## src/rtl/bitwise_logic_pipe.sv

```systemverilog
// Two-stage valid/ready pipeline applying one of eight bitwise ops to two operands.
// Optional completed-result counter on done_cnt when BITWISE_LOGIC_CNT_EN is defined.
module bitwise_logic_pipe #(
  parameter int unsigned WIDTH = 8
) (
  input  logic             clk,
  input  logic             rst,
  input  logic [WIDTH-1:0] in1,
  input  logic [WIDTH-1:0] in2,
  input  logic [2:0]       op,
  input  logic             in_valid,
  output logic             in_ready,
  output logic [WIDTH-1:0] out,
  output logic             zero,
  output logic             ones,
  output logic             out_valid,
  input  logic             out_ready
`ifdef BITWISE_LOGIC_CNT_EN
  ,
  output logic [15:0]      done_cnt
`endif
);

  logic             s1_valid_q, s1_valid_d;
  logic [WIDTH-1:0] s1_in1_q, s1_in1_d;
  logic [WIDTH-1:0] s1_in2_q, s1_in2_d;
  logic [2:0]       s1_op_q, s1_op_d;

  logic             s2_valid_q, s2_valid_d;
  logic [WIDTH-1:0] out_q, out_d;
  logic             zero_q, zero_d;
  logic             ones_q, ones_d;

  logic             s2_load;
  logic             in_hs;
  logic [WIDTH-1:0] result;

  // S2 frees up on the same edge it hands off, so a full pipe still streams.
  assign s2_load  = s1_valid_q & (~s2_valid_q | out_ready);
  assign in_ready = ~s1_valid_q | s2_load;
  assign in_hs    = in_valid & in_ready;

  always_comb begin
    result = '0;
    unique case (s1_op_q)
      3'd0: result = ~(s1_in1_q & s1_in2_q);
      3'd1: result = s1_in1_q & s1_in2_q;
      3'd2: result = s1_in1_q | s1_in2_q;
      3'd3: result = ~(s1_in1_q | s1_in2_q);
      3'd4: result = s1_in1_q ^ s1_in2_q;
      3'd5: result = ~(s1_in1_q ^ s1_in2_q);
      3'd6: result = ~s1_in1_q;
      3'd7: result = s1_in1_q;
    endcase
  end

  always_comb begin
    s1_valid_d = s1_valid_q;
    s1_in1_d   = s1_in1_q;
    s1_in2_d   = s1_in2_q;
    s1_op_d    = s1_op_q;
    if (in_hs) begin
      s1_valid_d = 1'b1;
      s1_in1_d   = in1;
      s1_in2_d   = in2;
      s1_op_d    = op;
    end else if (s2_load) begin
      s1_valid_d = 1'b0;
    end
  end

  always_comb begin
    s2_valid_d = s2_valid_q;
    out_d      = out_q;
    zero_d     = zero_q;
    ones_d     = ones_q;
    if (s2_load) begin
      s2_valid_d = 1'b1;
      out_d      = result;
      zero_d     = (result == '0);
      ones_d     = (result == '1);
    end else if (out_ready) begin
      s2_valid_d = 1'b0;
    end
  end

  always_ff @(posedge clk) begin
    if (rst) begin
      s1_valid_q <= 1'b0;
      s1_in1_q   <= '0;
      s1_in2_q   <= '0;
      s1_op_q    <= '0;
      s2_valid_q <= 1'b0;
      out_q      <= '0;
      zero_q     <= 1'b1;
      ones_q     <= 1'b0;
    end else begin
      s1_valid_q <= s1_valid_d;
      s1_in1_q   <= s1_in1_d;
      s1_in2_q   <= s1_in2_d;
      s1_op_q    <= s1_op_d;
      s2_valid_q <= s2_valid_d;
      out_q      <= out_d;
      zero_q     <= zero_d;
      ones_q     <= ones_d;
    end
  end

  assign out       = out_q;
  assign zero      = zero_q;
  assign ones      = ones_q;
  assign out_valid = s2_valid_q;

`ifdef BITWISE_LOGIC_CNT_EN
  logic [15:0] cnt_q, cnt_d;

  // Wraps naturally at 16 bits.
  always_comb begin
    cnt_d = cnt_q;
    if (s2_valid_q && out_ready) begin
      cnt_d = cnt_q + 16'd1;
    end
  end

  always_ff @(posedge clk) begin
    if (rst) begin
      cnt_q <= 16'd0;
    end else begin
      cnt_q <= cnt_d;
    end
  end

  assign done_cnt = cnt_q;
`endif

endmodule

```

## config.mk

```make
export PLATFORM = sky130hd
export DESIGN_NAME = bitwise_logic_pipe
export DESIGN_NICKNAME = d
export VERILOG_FILES = /design/src/rtl/bitwise_logic_pipe.sv
export SDC_FILE = /design/constraint.sdc
export NUM_CORES = 1
export LEC_CHECK = 0
export BUFFER_PORTS_ARGS = -buffer_cell sky130_fd_sc_hd__buf_2
export CAP_MARGIN = 20
export CORE_MARGIN = 2
export CORE_UTILIZATION = 40
export CTS_BUF_LIST = sky130_fd_sc_hd__clkbuf_16
export DETAILED_ROUTE_END_ITERATION = 16
export REMOVE_ABC_BUFFERS = 1
export SETUP_SLACK_MARGIN = 0.05
export SYNTH_ARGS = -nofsm -noshare
export SYNTH_HDL_FRONTEND = slang
export SYNTH_SLANG_ARGS = --single-unit
```

## constraint.sdc

```tcl
create_clock -name clk -period 2.58 [get_ports clk]
set_input_delay 0 -clock clk [delete_from_list [all_inputs] [get_ports clk]]
set_output_delay 0 -clock clk [all_outputs]
set_load 0.01 [all_outputs]
```

==> results of run 1 <==
-- placed cells by master, fill, tap and decap left out, types with 5 or more instances in the layout --
| cell | n |
|---|---|
| a211oi_1 | 5 |
| a21oi_1 | 25 |
| buf_2 | 34 |
| clkbuf_16 | 5 |
| dfxtp_1 | 31 |
| dlygate4sd3_1 | 20 |
| ha_1 | 16 |
| inv_1 | 21 |
| mux2i_1 | 6 |
| nand2_1 | 44 |
| nand2b_1 | 10 |
| nor2_1 | 10 |
-- layer usage --
metal	vias up	wire [microns]	global-route usage (%)
met1	745	1934	20.79
met4	0	34	5.556
li1	874	-	-
met3	2	131	4.306
met2	28	1793	25.66
met5	-	0	0
-- cell families (layout without fill, tap and decap cells) --
group | count (synthesis) | after routing | synth area share [%]
simple gates | 86 | 86 | 21.59
compound gates | 46 | 46 | 16.59
buf+inv | 34 | 85 | 8.261
flops | 31 | 31 | 33.04
fa+ha+maj | 16 | 16 | 10.66
mux | 10 | 10 | 7.995
xor+xnor | 4 | 4 | 1.865
-- metrics by stage --
step                util, %  hold slack, ns  area (sq um)  total power [mW]
finish                54.31         0.04078          2414             1.442
global route          54.31         0.08414          2414             1.510
CTS                   54.31         0.03745          2414             1.465
detailed placement    46.00          0.2453          2044            0.7650
global placement      46.00          0.2356          2044            0.7593
floorplan                 -         0.06907          1809            0.6916
-- worst min path at each step --
stage                     slack, ns           to       from
after CTS                      0.04    out_valid  out_ready
after floorplan                0.07       out[0]        rst
final                          0.04    out_valid  out_ready
after detailed placement       0.25  s1_in2_q[0]     in2[0]
after global routing           0.08    out_valid  out_ready
after global placement         0.24   s1_valid_q   in_valid
-- timing repair --
item                                    4_1_cts  5_1_grt
hold buffers                                 20        0
hold endpoints to repair                     20        0
endpoints found under the setup margin        0        0
-- cell type report --
| type | instances | share of cell area (%) |
|---|---|---|
| multi-input cells | 162 | 45.67 |
| flip-flops and latches | 31 | 25.71 |
| repair buffers | 54 | 15.34 |
| clock buffers | 5 | 5.184 |
| inverters | 23 | 3.577 |
| well taps | 52 | 2.696 |
| clock inverters | 3 | 1.814 |
-- report_power, final --
group / internal, mW / switching [mW] / total, mW
combinational: 0.119 / 0.116 / 0.235
sequential: 0.509 / 0.0299 / 0.539
clock: 0.454 / 0.213 / 0.667
-- flip-flops by register name, summed over array words and instances, names as in the netlist --
register    count
s1_op_q         3
ones            1
out_valid       1
zero            1
out             8
s1_in1_q        8
s1_valid_q      1
s1_in2_q        8
-- worst register-to-register path: cells and delay by family (launching register included) --
kind                   cells  cell delay, ns
and+or+nand+nor            1            0.22
muxes                      2            0.51
buffers and inverters      1            0.29
AOI/OAI and AO/OA          1            0.28
DFF                        1            0.75
==> summary.md, run 1 <==
| Metric | Value |
|---|---|
| Period utilisation layout | `just over 80%` |
| Die W | `72.52 microns` |
| DR iter-0 viols | `between 60 and 70` |
| First-pass detailed-route iteration total | `4` |
| Critical path type | `flip-flop to flip-flop` |
| R2r setup slk | `0.44 ns` |
| Initial Util | `a little over two fifths` |
| Multi-input gate area | `1102 sq um` |
| Slowest cell on the critical path | `dfxtp_1` |
| Share of cells above drive strength 1 | `19.06%` |
| Total Wirelength | `3893 microns` |
| Top cell type's share of synthesized area | `33.04%` |
| Clock Skews | `0.008007 ns` |
| Max VDD drop | `0.0002493 V` |
| Vias post-DR | `approximately 1600` |
| #FFs+latches synth | `31` |
| Syn_area_per_cell | `between 8 and 9 sq um` |
| Critical-path cell list | `inv_1 > mux4_2 > nor3_2 > mux2i_1 > o41ai_2` |
| TritonCTS clock tree | `done` |
| Slowest cell delay on critical path | `between 0.7 and 0.8 ns` |
| Synth Flop Type | `dfxtp_1` |
| Layout Nets | `316` |
| Filler Cell Count | `425` |
| First-pass GRT wire length | `6658 microns` |
| Max FO, Critical Path | `21` |
| WHS Path Cells | `4` |
| Ys async rst share | `0%` |
| Max Clock Freq | `466.6 MHz` |
| Post-CTS sizing | `0` |
| Initial antenna violation count | `0` |
| MaxCap Viol Count | `0` |
| CP delay by family, top | `flip-flops` |
| Final Hold Viols | `0` |
| DIE AREA | `5259 sq um` |
| Period minus WS final | `2.143 ns` |
| Num ports | `35` |
| Synth Cell Area | `1878 sq um` |
| Clock Tree Buf Depth | `2` |
| Worst setup margin | `~0.44 ns` |
| # setup viols final | `0` |
| Worst-path clk slew | `0.06 ns` |
| Non-filler instance count after layout | `330` |
| Syn Inst Count | `227` |
| Die Ht | `72.52 microns` |
| Buf/Inv on CP | `1` |
| Worst reg2reg path depth | `5` |
| Cell variety after synth | `43` |
| Leak | `1.033 nW` |
| Reg2reg end | `ones` |
| Num CTS Buffers | `5` |
| GRT Residual Overflow | `0` |
| Seq. cell area | `620.6 sq um` |
| Startpoint types | `flip-flop` |
| FP Rows | `24` |
| Req. time, crit path | `between 2 and 3 ns` |
| # diodes | `0` |
| Root buf cell | `clkbuf_16` |
| Sequential share of the synthesized area | `33.04%` |
| Status | `finished clean` |
| EDFF count, synth | `0` |
| WL/cell | `11.80 microns` |
| Via-per-instance ratio | `about 5` |
| CP startpoint | `s1_op_q[2]` |
| Largest net degree at the start of global routing | `33` |
| Number of global-route vias before repair | `1497` |
| Clock Latency Late Sink | `0.27 ns` |
| Critical Path Sink Type | `flip-flop` |
| Slew margin rel. | `49.92%` |
| CP endpoint | `ones` |
| Top-count cell post-synth | `nand2_1` |
| Warnings, synthesis | `0` |
| Setup_tns | `0 ns` |
| DRT antenna net count | `0` |
| Area leader, netlist | `dfxtp_1` |
| Layout area overhead | `28.51%` |
| CTS H-tree depth | `2` |
| Total core area | `approximately 4400 sq um` |
| All-Layer GR Usage | `16.02%` |
| RR Startpoint | `s1_op_q[2]` |
| Dpl ws | `0.4563 ns` |
| Setup bufs post-CTS | `0` |
| Placed Cells | `between 300 and 400` |
| Commonest cells post-synth | `nand2_1 (44), dfxtp_1 (31), a21oi_1 (25), inv_1 (21), ha_1 (16)` |
| CP Depth | `5` |
| Max-slew violations | `0` |
| Power per cell area | `around 600 nW/um^2` |
| Area contributors post-synth | `dfxtp_1 (33%), ha_1 (11%), nand2_1 (8.8%), a21oi_1 (6.7%), mux4_2 (4.8%)` |
| Residual DRC | `0` |
| CP Data Arrival Time | `2.32 ns` |
| DP HPWL | `~2800 microns` |
| Sink Count | `31` |
| I/O Buffers | `34` |
| Placer Congestion | `about 0.78` |
| Worst Tran Pin Value | `~0.75 ns` |
| Worst Hold Class | `input port to flip-flop` |
| RSZ-0062 raised after global routing | `no` |
(Power assumes the default switching activity.)
==> run 2, diff against run 1 <==
- clock period: 2.58 -> 2 ns (I/O delays scaled with it)
==> summary.md, run 2 (synthesis results as in run 1) <==
| Metric | Value |
|---|---|
| # diodes | `0 (unchanged)` |
| DP Area | `2117 sq um (+3.5%)` |
| Initial antenna violation count | `0 (unchanged)` |
| Sink Count | `31 (unchanged)` |
| Placer Congestion | `0.8279 (+5.8%)` |
| Final Hold Viols | `0 (unchanged)` |
| R2r setup slk | `0.12 ns (-0.32 ns)` |
| Req. time, crit path | `2.18 ns (-0.58 ns)` |
| Total power | `1.788 mW (+24%)` |
| Number of global-route vias before repair | `1580 (+5.5%)` |
| First-pass GRT wire length | `7058 microns (+6.0%)` |
| Largest net degree at the start of global routing | `33 (unchanged)` |
| RSZ-0062 raised after global routing | `yes` |
| Finished Cell Area | `2577 sq um (+6.8%)` |
| First-pass detailed-route iteration total | `4 (unchanged)` |
| Root buf cell | `clkbuf_16` |
| Vias post-DR | `1700 (+3.1%)` |
| CP Data Arrival Time | `2.07 ns (-0.25 ns)` |
| Worst Tran Pin Value | `0.7498 ns (+0.0001190 ns)` |
| Layout area overhead | `37.24%` |
| Num CTS Buffers | `5 (unchanged)` |
| Clock Latency Late Sink | `0.28 ns (about the same)` |
| Period utilisation layout | `94.13% (+11 points)` |
| Worst-path clk slew | `0.05 ns (about the same)` |
| Power per cell area | `693.5 nW/um^2 (+16%)` |
| RR Startpoint | `s1_in2_q[3]` |
| Period minus WS final | `1.883 ns (-0.2606 ns)` |
| Max VDD drop | `0.0004195 V (+68%)` |
| Via-per-instance ratio | `4.985 (-0.23%)` |
| Placed Cells | `310 (+2.6%)` |
| Clock Tree Buf Depth | `2 (unchanged)` |
| Slew margin rel. | `49.91% (about the same)` |
| Leak | `1.092 nW (+5.6%)` |
| Source of the worst hold timing path | `out_ready` |
| TritonCTS clock tree | `done` |
| FP Rows | `24 (unchanged)` |
| Most frequent cells in the layout | `nand2_1 (44), buf_2 (34), a21oi_1 (24)` |
| Worst hold slack | `0.04462 ns (+0.003839 ns)` |
| All-Layer GR Usage | `17.04% (+1.0 points)` |
| Max FO, Critical Path | `3 (-86%)` |
| Non-filler instance count after layout | `341 (+3.3%)` |
| Max Clock Freq | `531.2 MHz (+14%)` |
| Dpl ws | `0.07851 ns (-0.3778 ns)` |
| CTS H-tree depth | `2 (unchanged)` |
| Num ports | `35 (unchanged)` |
| Critical Path Sink Type | `flip-flop` |
| Max-slew violations | `0 (unchanged)` |
| MaxCap Viol Count | `0 (unchanged)` |
| Initial Util | `42.26% (unchanged)` |
| # setup viols final | `0 (unchanged)` |
| Status | `finished clean` |
| Startpoint types | `flip-flop` |
| DR iter-0 viols | `53 (-13%)` |
| Die Ht | `72.52 microns (unchanged)` |
| Commonest non-fill, non-tap cell in the layout | `nand2_1` |
| Total core area | `4444 sq um (unchanged)` |
| Layout Nets | `327 (+3.5%)` |
| Setup_tns | `0 ns (unchanged)` |
| Total Wirelength | `4283 microns (+10%)` |
| DIE AREA | `5259 sq um (unchanged)` |
| DP HPWL | `2838 microns (+2.2%)` |
| Worst setup margin | `0.1174 ns (-0.3194 ns)` |
| Die W | `72.52 microns (unchanged)` |
| GRT Residual Overflow | `0 (unchanged)` |
| DRT antenna net count | `0 (unchanged)` |
| Final design utilization | `58.00% (+3.7 points)` |
| I/O Buffers | `34 (unchanged)` |
| Clock Skews | `0.004299 ns (-0.003708 ns)` |
| Residual DRC | `0 (unchanged)` |
| WL/cell | `12.56 microns (+6.5%)` |
| Share of cells above drive strength 1 | `30.10% (+11 points)` |
| Critical path type | `flip-flop to flip-flop` |
| CP startpoint | `s1_in2_q[3]` |
| Worst Hold Class | `input port to flip-flop` |
-- run 2: changes by cell type in the layout (fill, tap and decap cells not counted), moves of 2 or more --
cell	delta
dfxtp_1	-11
ha_4	+3
dfxtp_4	+3
dfxtp_2	+8
clkinv_1	+2
ha_1	-3
buf_4	+10
inv_2	+7
inv_1	-7
-- run 2: routing by layer --
layer | global-route usage (%) | share of wire, % | vias up
li1 | - | - | 895
met1 | 21.83 | 48 | 766
met2 | 27.78 | 47 | 33
met3 | 3.750 | 3.1 | 6
met4 | 6.790 | 1.7 | 0
met5 | 0 | 0 | -
-- run 2: final timing paths --
path	end	depth (start not counted)
max	ones	7
min	out_valid	4
max reg2reg	ones	7
min reg2reg	out[0]	2
-- run 2: power by group --
| group | internal, mW | total (mW) | switching, mW | leakage, nW |
|---|---|---|---|---|
| logic | 0.191 | 0.373 | 0.182 | 0.766 |
| clock network | 0.452 | 0.726 | 0.275 | 0.0649 |
| registers | 0.658 | 0.689 | 0.0312 | 0.261 |
-- run 2: final cells by class --
class                           count  area (sq um)
Inverter                           23         86.33
Timing Repair Buffer               65         465.4
Tap cell                           52         65.06
Fill cell                         411          1867
Clock buffer                        5         125.1
Multi-Input combinational cell    162          1179
Sequential cell                    31         641.9
Clock inverter                      3         15.01
-- run 2: worst max-delay path, stage by stage (launching register included) --
cell and delay (ns):
dfxtp_2 0.35, inv_1 0.07, ha_4 0.26, inv_1 0.03, mux4_2 0.51, nor3_4 0.20
mux2i_1 0.10, o41ai_2 0.28
-- run 2: repair_timing --
item	CTS	global route
setup endpoints to repair	0	2
hold endpoints to repair	20	0
buffers inserted	0	3
gates resized for setup	0	30
hold buffers	20	0
==> run 3, diff against run 2 <==
- CELL_PAD_IN_SITES_DETAIL_PLACEMENT: default -> 0
- CELL_PAD_IN_SITES_GLOBAL_PLACEMENT: default -> 2
- CORE_UTILIZATION: 40 -> 32
- PLACE_DENSITY_LB_ADDON: default -> 0.1
==> summary.md, run 3 (synthesis results as in run 1) <==
| Metric | Value |
|---|---|
| DIE AREA | `6498 sq um (+24%)` |
| Critical Path Sink Type | `flip-flop` |
| I/O Buffers | `34 (unchanged)` |
| Die W | `80.61 microns (+11%)` |
| First-pass GRT wire length | `7527 microns (+6.6%)` |
| DR iter-0 viols | `42 (-21%)` |
| Filler Cell Count | `578 (+41%)` |
| Slew margin rel. | `48.21% (-1.7 points)` |
| Initial Util | `33.69% (-8.6 points)` |
| Max-slew violations | `0 (unchanged)` |
| Setup_tns | `0 ns (unchanged)` |
| Startpoint types | `flip-flop` |
| GRT Residual Overflow | `0 (unchanged)` |
| DP HPWL | `3233 microns (+14%)` |
| Clock Tree Buf Depth | `2 (unchanged)` |
| RSZ-0062 raised after global routing | `yes` |
| Root buf cell | `clkbuf_16` |
| Total core area | `5574 sq um (+25%)` |
| First-pass detailed-route iteration total | `4 (unchanged)` |
| Period utilisation layout | `92.05% (-2.1 points)` |
| Clock Skews | `0.004308 ns (+0.000008910 ns)` |
| FP Rows | `27 (+13%)` |
| Leak | `1.101 nW (+0.82%)` |
| # diodes | `0 (unchanged)` |
| Layout area overhead | `35.38%` |
| Period minus WS final | `1.841 ns (-0.04168 ns)` |
| Power per cell area | `693.6 nW/um^2 (about the same)` |
| Max FO, Critical Path | `4 (+1)` |
| All-Layer GR Usage | `15.06% (-2.0 points)` |
| Total Wirelength | `4392 microns (+2.5%)` |
| Num ports | `35 (unchanged)` |
| Total power | `1.763 mW (-1.4%)` |
| CTS H-tree depth | `2 (unchanged)` |
| Worst hold slack | `0.04377 ns (-0.0008440 ns)` |
| Met3 usage | `3.933% (+0.18 points)` |
| Critical path type | `flip-flop to flip-flop` |
| Worst setup margin | `0.1590 ns (+0.04168 ns)` |
| MaxCap Viol Count | `0 (unchanged)` |
| Dpl ws | `0.05281 ns (-0.02570 ns)` |
| Sink Count | `31 (unchanged)` |
| Final Hold Viols | `0 (unchanged)` |
| Number of global-route vias before repair | `1633 (+3.4%)` |
| Num CTS Buffers | `5 (unchanged)` |
| Via-per-instance ratio | `4.660 (-6.5%)` |
| Worst Tran Pin Value | `0.7752 ns (+0.02544 ns)` |
| Status | `finished clean` |
| Vias post-DR | `1701 (+0.059%)` |
| Met1 Use GR | `20.07% (-1.8 points)` |
| Req. time, crit path | `2.18 ns (about the same)` |
| DRT antenna net count | `0 (unchanged)` |
| GRT met2 Usage | `23.25% (-4.5 points)` |
| Max VDD drop | `0.0004451 V (+6.1%)` |
| Die Ht | `80.61 microns (+11%)` |
| Clock Latency Late Sink | `0.28 ns (about the same)` |
| Max Clock Freq | `543.2 MHz (+2.3%)` |
| Worst Hold Class | `input port to flip-flop` |
| Residual DRC | `0 (unchanged)` |
| Initial antenna violation count | `0 (unchanged)` |
| Commonest non-fill, non-tap cell in the layout | `nand2_1` |
| # setup viols final | `0 (unchanged)` |
| Share of cells above drive strength 1 | `24.91% (-5.2 points)` |
| Most frequent cells in the layout | `nand2_1 (44), buf_2 (34), dfxtp_1 (27)` |
| CP Data Arrival Time | `2.03 ns (-0.04 ns)` |
| Layout Nets | `331 (+1.2%)` |
| Worst-path clk slew | `0.05 ns (about the same)` |
| TritonCTS clock tree | `done` |
| Placer Congestion | `0.8137 (-1.7%)` |
| WL/cell | `12.03 microns (-4.2%)` |
| GRT busiest layer | `met2` |
| Largest net degree at the start of global routing | `33 (unchanged)` |
run 3: through the flow:
step | cells | cell area (sq um) | utilization (%)
finish | 365 | 2542 | 45.61
global route | 365 | 2542 | 45.61
CTS | 363 | 2507 | 44.98
detailed placement | 335 | 2167 | 38.88
global placement | 335 | 2167 | 38.88
floorplan | 216 | 1809 | -
run 3: layer usage:
metal  wire (microns)  vias up
li1                 -      902
met1             2234      760
met2             1902       32
met3              188        7
met4               67        0
met5                0        -
run 3: final timing paths:
| path | start | end | slack, ns | cells past startpoint |
|---|---|---|---|---|
| min | out_ready | out_valid | 0.04 | 4 |
| max reg2reg | s1_in1_q[3] | ones | 0.16 | 7 |
| min reg2reg | out[0] | out[0] | 0.45 | 2 |
| max | s1_in1_q[3] | ones | 0.16 | 7 |
run 3: final cells by class:
type / count / area [sq um] / area share, %
Tap cell: 72 / 90.09 / 3.543
Inverter: 23 / 86.33 / 3.396
Clock buffer: 5 / 125.1 / 4.921
Multi-Input combinational cell: 162 / 1117 / 43.95
Clock inverter: 3 / 15.01 / 0.5906
Sequential cell: 31 / 625.6 / 24.61
Timing Repair Buffer: 69 / 483.0 / 19.00
run 3: repair_timing:
action	CTS	global route
buffers inserted	0	2
endpoints found under the hold margin	20	0
gates resized for setup	0	6
setup endpoints to repair	0	2
hold buffers	20	0
run 3: power breakdown:
group	switching, mW	internal, mW
clock	0.273	0.453
sequential	0.0285	0.658
combinational	0.171	0.179
total	0.473	1.29
run 3: critical path, stage by stage, from the launching register on:
cell	delay, ns
dfxtp_2	0.35
inv_1	0.05
ha_1	0.26
inv_1	0.03
mux4_2	0.47
nor3_2	0.21
mux2i_1	0.11
o41ai_2	0.26
